==> config.mk <==
export PLATFORM = sky130hd
export DESIGN_NAME = fault_sweep_controller
export DESIGN_NICKNAME = d
export VERILOG_FILES = /design/src/rtl/fsweep_pkg.sv /design/src/rtl/fsweep_misr.sv /design/src/rtl/fault_sweep_controller.sv
export SDC_FILE = /design/constraint.sdc
export NUM_CORES = 1
export LEC_CHECK = 0
export CAP_MARGIN = 20
export CORE_AREA = 10 10 148 82
export DETAILED_ROUTE_END_ITERATION = 6
export DIE_AREA = 0 0 158 92
export GPL_TIMING_DRIVEN = 0
export MAX_ROUTING_LAYER = met4
export PLACE_DENSITY = 0.85
export RECOVER_POWER = 50
export SETUP_SLACK_MARGIN = 0.1
export SLEW_MARGIN = 20
export SYNTH_ARGS = -nofsm -noshare
export SYNTH_HDL_FRONTEND = slang
export SYNTH_SLANG_ARGS = --single-unit
export TNS_END_PERCENT = 1
==> constraint.sdc <==
create_clock -name clk -period 5.1 [get_ports clk]
set_clock_uncertainty 0.05 [all_clocks]
set_input_delay 1.02 -clock clk [delete_from_list [all_inputs] [get_ports clk]]
set_output_delay 1.02 -clock clk [all_outputs]
set_load 0.01 [all_outputs]
==> src/rtl/fsweep_pkg.sv <==
// Shared types and MISR step function for the fault-sweep controller.
// Latency: n/a (types and a pure function only).
// Backpressure: n/a.
package fsweep_pkg;

  typedef enum logic [2:0] {
    IDLE,
    GOLDEN,
    SWEEP,
    REPORT,
    FINISH
  } state_e;

  // Stimulus phase within a pass: all-0, all-1, then alternating bits.
  typedef enum logic [1:0] {
    PH_ZERO,
    PH_ONE,
    PH_ALT
  } phase_e;

  // Widest signature the step function handles; narrower MISRs are masked.
  localparam int MISR_MAX_W = 32;
  localparam int MISR_IDX_W = $clog2(MISR_MAX_W);

  // One MISR step on a w-bit signature: shift, fold the polynomial in when
  // the bit shifted out was set, then xor the sampled outputs.
  function automatic logic [MISR_MAX_W-1:0] misr_next(
    input logic [MISR_MAX_W-1:0] sig,
    input logic [MISR_MAX_W-1:0] poly,
    input logic [MISR_MAX_W-1:0] din,
    input int                    w
  );
    logic [MISR_MAX_W-1:0] mask;
    logic [MISR_IDX_W-1:0] msb;
    msb  = MISR_IDX_W'(w - 1);
    mask = (w >= MISR_MAX_W) ? '1 : ((MISR_MAX_W'(1) << w) - MISR_MAX_W'(1));
    return (((sig << 1) ^ (sig[msb] ? poly : '0)) ^ din) & mask;
  endfunction

endpackage

==> src/rtl/fsweep_misr.sv <==
// MISR compacting DUT outputs into a per-pass signature.
// Latency: sig_next is combinational; the register updates on the en edge.
// Backpressure: none; clr has priority over en.
//   clk, rst  clock, async active-high reset
//   clr       zero the signature (pass start)
//   en        absorb din this edge
//   din       DUT outputs (OUT_W <= SIG_W, zero-extended)
//   sig_next  signature including the sample absorbed this cycle
module fsweep_misr
  import fsweep_pkg::*;
#(
  parameter int               SIG_W     = 16,
  parameter int               OUT_W     = 7,
  parameter logic [SIG_W-1:0] MISR_POLY = 16'h8005
) (
  input  logic             clk,
  input  logic             rst,
  input  logic             clr,
  input  logic             en,
  input  logic [OUT_W-1:0] din,
  output logic [SIG_W-1:0] sig_next
);

  logic [SIG_W-1:0] sig;

  assign sig_next = SIG_W'(misr_next(MISR_MAX_W'(sig), MISR_MAX_W'(MISR_POLY),
                                     MISR_MAX_W'(din), SIG_W));

  always_ff @(posedge clk or posedge rst) begin
    if (rst) begin
      sig <= '0;
    end else if (clr) begin
      sig <= '0;
    end else if (en) begin
      sig <= sig_next;
    end
  end

endmodule

==> src/rtl/fault_sweep_controller.sv <==
// Fault-campaign sequencer: golden pass, then one pass per fault ID, MISR compare.
// Latency: CYCLES*HOLD cycles per pass, +1 REPORT cycle per fault, +1 FINISH cycle.
// Backpressure: none; start is ignored unless idle.
//   start/fid_start/fid_end  campaign request, range [fid_start, fid_end)
//   stim/fault_id/fault_en   registered drive to the DUT; dut_out its response
//   busy/done                campaign status; done is a 1-cycle pulse
//   det_valid/det_fid/det_hit/det_count  per-fault result and running hit count
module fault_sweep_controller
  import fsweep_pkg::*;
#(
  parameter int               IN_W      = 11,
  parameter int               OUT_W     = 7,
  parameter int               FID_W     = 10,
  parameter int               CYCLES    = 512,
  parameter int               HOLD      = 4,
  parameter int               PH1_END   = 170,
  parameter int               PH2_END   = 340,
  parameter int               SIG_W     = 16,
  parameter logic [SIG_W-1:0] MISR_POLY = 16'h8005
) (
  input  logic             clk,
  input  logic             rst,
  input  logic             start,
  input  logic [FID_W-1:0] fid_start,
  input  logic [FID_W-1:0] fid_end,
  output logic [IN_W-1:0]  stim,
  output logic [FID_W-1:0] fault_id,
  output logic             fault_en,
  input  logic [OUT_W-1:0] dut_out,
  output logic             busy,
  output logic             done,
  output logic             det_valid,
  output logic [FID_W-1:0] det_fid,
  output logic             det_hit,
  output logic [FID_W-1:0] det_count
);

  localparam int SW = $clog2(CYCLES + 1);
  localparam int HW = (HOLD > 1) ? $clog2(HOLD) : 1;
  localparam logic [SW-1:0] LAST_STEP = SW'(CYCLES - 1);
  localparam logic [HW-1:0] LAST_HOLD = HW'(HOLD - 1);
  localparam logic [SW-1:0] PH1       = SW'(PH1_END);
  localparam logic [SW-1:0] PH2       = SW'(PH2_END);

  state_e           state, state_nxt;
  logic [SW-1:0]    step;
  logic [HW-1:0]    hold;
  logic [FID_W-1:0] fid, fid_nxt, fid_inc, fid_end_q;
  logic [SIG_W-1:0] sig_next, golden;
  logic             in_pass, sample, pass_end, pass_start, last_fid;

  function automatic logic [IN_W-1:0] stim_val(input logic [SW-1:0] s);
    phase_e          ph;
    logic [IN_W-1:0] v;
    v = '0;
    if (s < PH1)      ph = PH_ZERO;
    else if (s < PH2) ph = PH_ONE;
    else              ph = PH_ALT;
    case (ph)
      PH_ZERO: v = '0;
      PH_ONE:  v = '1;
      default: for (int k = 0; k < IN_W; k++) v[k] = s[0] ^ k[0];
    endcase
    return v;
  endfunction

  assign in_pass  = (state == GOLDEN) || (state == SWEEP);
  // Sample on the last hold cycle so stim has settled through the DUT.
  assign sample   = in_pass && (hold == LAST_HOLD);
  assign pass_end = sample && (step == LAST_STEP);
  assign fid_inc  = fid + FID_W'(1);
  // Range is non-empty in SWEEP, so fid_end_q >= 1 and fid_inc never wraps.
  assign last_fid = (fid_inc == fid_end_q);

  always_comb begin
    state_nxt  = state;
    fid_nxt    = fid;
    pass_start = 1'b0;
    case (state)
      IDLE: begin
        if (start) begin
          state_nxt  = GOLDEN;
          fid_nxt    = fid_start;
          pass_start = 1'b1;
        end
      end
      GOLDEN: begin
        if (pass_end) begin
          if (fid < fid_end_q) begin
            state_nxt  = SWEEP;
            pass_start = 1'b1;
          end else begin
            state_nxt = FINISH;
          end
        end
      end
      SWEEP: begin
        if (pass_end) state_nxt = REPORT;
      end
      REPORT: begin
        if (last_fid) begin
          state_nxt = FINISH;
        end else begin
          state_nxt  = SWEEP;
          fid_nxt    = fid_inc;
          pass_start = 1'b1;
        end
      end
      FINISH:  state_nxt = IDLE;
      default: state_nxt = IDLE;
    endcase
  end

  always_ff @(posedge clk or posedge rst) begin
    if (rst) state <= IDLE;
    else     state <= state_nxt;
  end

  always_ff @(posedge clk or posedge rst) begin
    if (rst) begin
      step      <= '0;
      hold      <= '0;
      fid       <= '0;
      fid_end_q <= '0;
      golden    <= '0;
      stim      <= '0;
      fault_id  <= '0;
      fault_en  <= 1'b0;
      busy      <= 1'b0;
      done      <= 1'b0;
      det_valid <= 1'b0;
      det_fid   <= '0;
      det_hit   <= 1'b0;
      det_count <= '0;
    end else begin
      fid <= fid_nxt;
      if ((state == IDLE) && start) begin
        fid_end_q <= fid_end;
        det_count <= '0;
      end

      if (pass_start) begin
        step <= '0;
        hold <= '0;
      end else if (sample) begin
        step <= step + SW'(1);
        hold <= '0;
      end else if (in_pass) begin
        hold <= hold + HW'(1);
      end

      // stim is parked at zero between passes.
      if (pass_start)             stim <= stim_val('0);
      else if (pass_end)          stim <= '0;
      else if (sample)            stim <= stim_val(step + SW'(1));

      fault_en <= (state_nxt == SWEEP);
      fault_id <= (state_nxt == SWEEP) ? fid_nxt : '0;
      busy     <= (state_nxt != IDLE);
      done     <= (state_nxt == FINISH);

      if ((state == GOLDEN) && pass_end) golden <= sig_next;

      det_valid <= (state == SWEEP) && pass_end;
      if ((state == SWEEP) && pass_end) begin
        det_fid <= fid;
        det_hit <= (sig_next != golden);
        if ((sig_next != golden) && (det_count != '1)) begin
          det_count <= det_count + FID_W'(1);
        end
      end
    end
  end

  fsweep_misr #(
    .SIG_W    (SIG_W),
    .OUT_W    (OUT_W),
    .MISR_POLY(MISR_POLY)
  ) u_misr (
    .clk     (clk),
    .rst     (rst),
    .clr     (pass_start),
    .en      (sample),
    .din     (dut_out),
    .sig_next(sig_next)
  );

endmodule

==> impl_metrics.toml <==
[outcome]
status = "complete, but fails checks"
violations = "capacitance limit, slew limit"

[global_routing]
antenna_found_initial = 0
grt_pass1_wl_mm = 24.4
grt_pass1_vias = 4617
grt_usage = 0.218
grt_max_degree = 80
overflow = 0

[timing]
whs_ns = 0.438
fin_ws_ns = 1.33
maxSlewHeadroom = -0.271
period_minus_slack_ns = 3.77
worst_pin_slew_ns = 1.91
hold_viol = 0
slew_violations = 80
finalSetupViolCount = 0
fmax_mhz = 265
post-route-period-util = 0.740
rsz0062_at_grt = "false"

[synth]
synth_edf_count = 0
synth.net_count = 648
postSynth.asyncResetShare = 1.00
syn_area_mm2 = 0.00562
avgSynthCellArea_um2 = 9.31
yosysUniqueCellTypes = 57
synth_top_flop_cell = "dfrtp_1"
ys_seq_elements = 104
netlist_instances = 604
yosysWarnings = 0
ys_seq_area_frac = 0.463

[critical_path]
worst_r2r_endpoint = "fault_id[5]"
path_max_fanout = 79
r2r_cells = 10
end_kind = "async pin"
cp.required_ns = 5.14
r2r-start = "fid[1]"
worst-r2r-setup-slack_ns = 1.94
crit_type = "input pin to async pin"
crit_arrival_ns = 3.81
worstSetupStartpointType = "input pin"

[final_layout]
layout-drive-gt1-share = 0.0978
final_nets = 734
antenna_cells = 0
layout.cells.non_filler = 821
area_delta_synth_final_pct = 21.9

[route]
routed_wl_mm = 15.3
ant_nets = 0
vias = 4849
drc_errors = 0
dr.first_iter.drc_count = 529
firstDrtPassIters = 5
routedWlPerCell_um = 18.7
vias_per_cell = 5.91

[clock_network]
root_buffer = "clkbuf_16"
post_cts_buffers = 0
cts_buffers = 9
clkTransAtPathRegs_ns = 0.07
htree_levels = 3
clk_latency_ns = 0.35
cts_buffer_depth = 2
cts_hold_buf = 0
cts_resized = 0
numClockSinks = 104
cts_tree = "built"

[die]
die_y_um = 92
core-area_mm2 = 0.00973
die-area_mm2 = 0.0145
die_w_um = 158
row_count = 26
start_util = 0.578
ios = 76

[min_path]
hold_start = "det_fid[0]"
hold_end = "det_fid[0]"
hold_path_depth = 2
hold_class = "flop to flop"

[placement]
dp.cells = 805
gp_congestion = 0.956
pre_cts_ws_ns = 1.51
portBuffers = 74
dp_hpwl_mm = 11.4

[run]
cap_violations = 1

[pwr]
powerDensity_mw_per_mm2 = 280
p_total_uw = 1920
ir_drop_mv = 0.195
leakagePower_uw = 0.00312
[report_power, final]
group          internal [uW]  switching (uW)
clock                    446             319
sequential               871            51.3
combinational            115             116
[worst max-delay path by stage]
| stage | start | to | slack [ns] | cells past startpoint |
|---|---|---|---|---|
| 3_5_place_dp | dut_out[3] | det_count[3] | 1.51 | 10 |
| 2_1_floorplan | rst | busy | 1.30 | 1 |
| 4_1_cts | dut_out[3] | det_count[3] | 1.85 | 10 |
| 6_report | rst | step[4] | 1.33 | 3 |
| 5_1_grt | rst | step[3] | 0.85 | 3 |
| 3_3_place_gp | rst | det_count[5] | -0.12 | 2 |
[critical path, cell delays in order]
cell	delay, ns
dlygate4sd3_1	0.54
clkinvlp_2	0.70
clkbuf_2	1.49
[metrics by stage]
stage	setup TNS (ns)	cell area [um2]	utilization
5_1_grt	0	6860	0.705
6_report	0	6860	0.705
3_5_place_dp	0	6550	0.674
2_1_floorplan	0	5620	-
3_3_place_gp	-11.43	6520	0.670
4_1_cts	0	6880	0.708
[per-layer routing]
| metal | wire length, um | track usage | vias up |
|---|---|---|---|
| met5 | 0 | - | - |
| met4 | 168 | 0.0360 | 0 |
| met3 | 1610 | 0.0699 | 29 |
| met2 | 6390 | 0.299 | 255 |
| met1 | 7160 | 0.311 | 2324 |
| li1 | - | - | 2241 |
[sequential cells by signal (all words and copies together), names as in the netlist]
signal and flops:
det_valid 1, busy 1, fault_en 1, fid_end_q 10, state 3, golden 16
u_misr.sig 16, hold 2, fault_id 10, det_count 10, stim 2, done 1
det_fid 10, step 10, det_hit 1, fid 10
[Yosys cell counts, drive strengths merged, types with 3 or more instances]
library cell	count	area, um2
nor2	52	195
nand3	23	120
a22oi	4	30.0
a31oi	9	56.3
ha	14	175
a221o	4	40.0
o21a	3	22.5
nor2b	10	85.1
buf	23	156
mux2	11	124
o21ai	37	185
dfrtp	104	2600
and3	9	56.3
nand2b	8	50.1
o211ai	5	42.5
a21oi	32	164
and2	4	25.0
xor2	16	140
or3	5	31.3
inv	22	82.6
nand2	94	355
a2111oi	3	45.1
mux2i	12	120
a211oi	10	105
nor3	7	35.0
clkbuf	21	78.8
o31ai	4	30.0
nand4	12	75.1
xnor2	29	254
[cell usage in the layout, fill, tap and decap left out, types with 8 or more instances in the layout]
master and count:
ha_1 14, o21ai_0 33, xor2_1 16, inv_1 20, dlygate4sd3_1 20, buf_4 12, nand4_1 12, mux2i_1 12
clkdlybuf4s50_1 54, a31oi_1 9, dfrtp_1 104, nand2_1 93, and3_1 9, nand2b_1 8, mux2_2 11, clkbuf_16 9
clkbuf_1 22, nor2_1 52, xnor2_1 29, a21oi_1 31, nand3_1 22
[kinds of logic (layout without fill, tap and decap cells)]
kind of cell | after synthesis | in the layout | synth area share
flops | 104 | 104 | 0.463
buf+inv | 66 | 157 | 0.0565
compound gates | 118 | 118 | 0.139
simple gates | 234 | 234 | 0.197
xor+xnor | 45 | 45 | 0.0701
mux | 23 | 23 | 0.0434
fa+ha+maj | 14 | 14 | 0.0312
[area by class of cell]
class	count	area (um2)
clock inverter	6	90.1
clock buffer	10	239
inverter	22	83.8
tap	126	158
multi-input combinational	434	2700
timing repair buffer	75	746
sequential	104	2600
buffer	44	234
fill	710	2870
(Power assumes the default switching activity.)
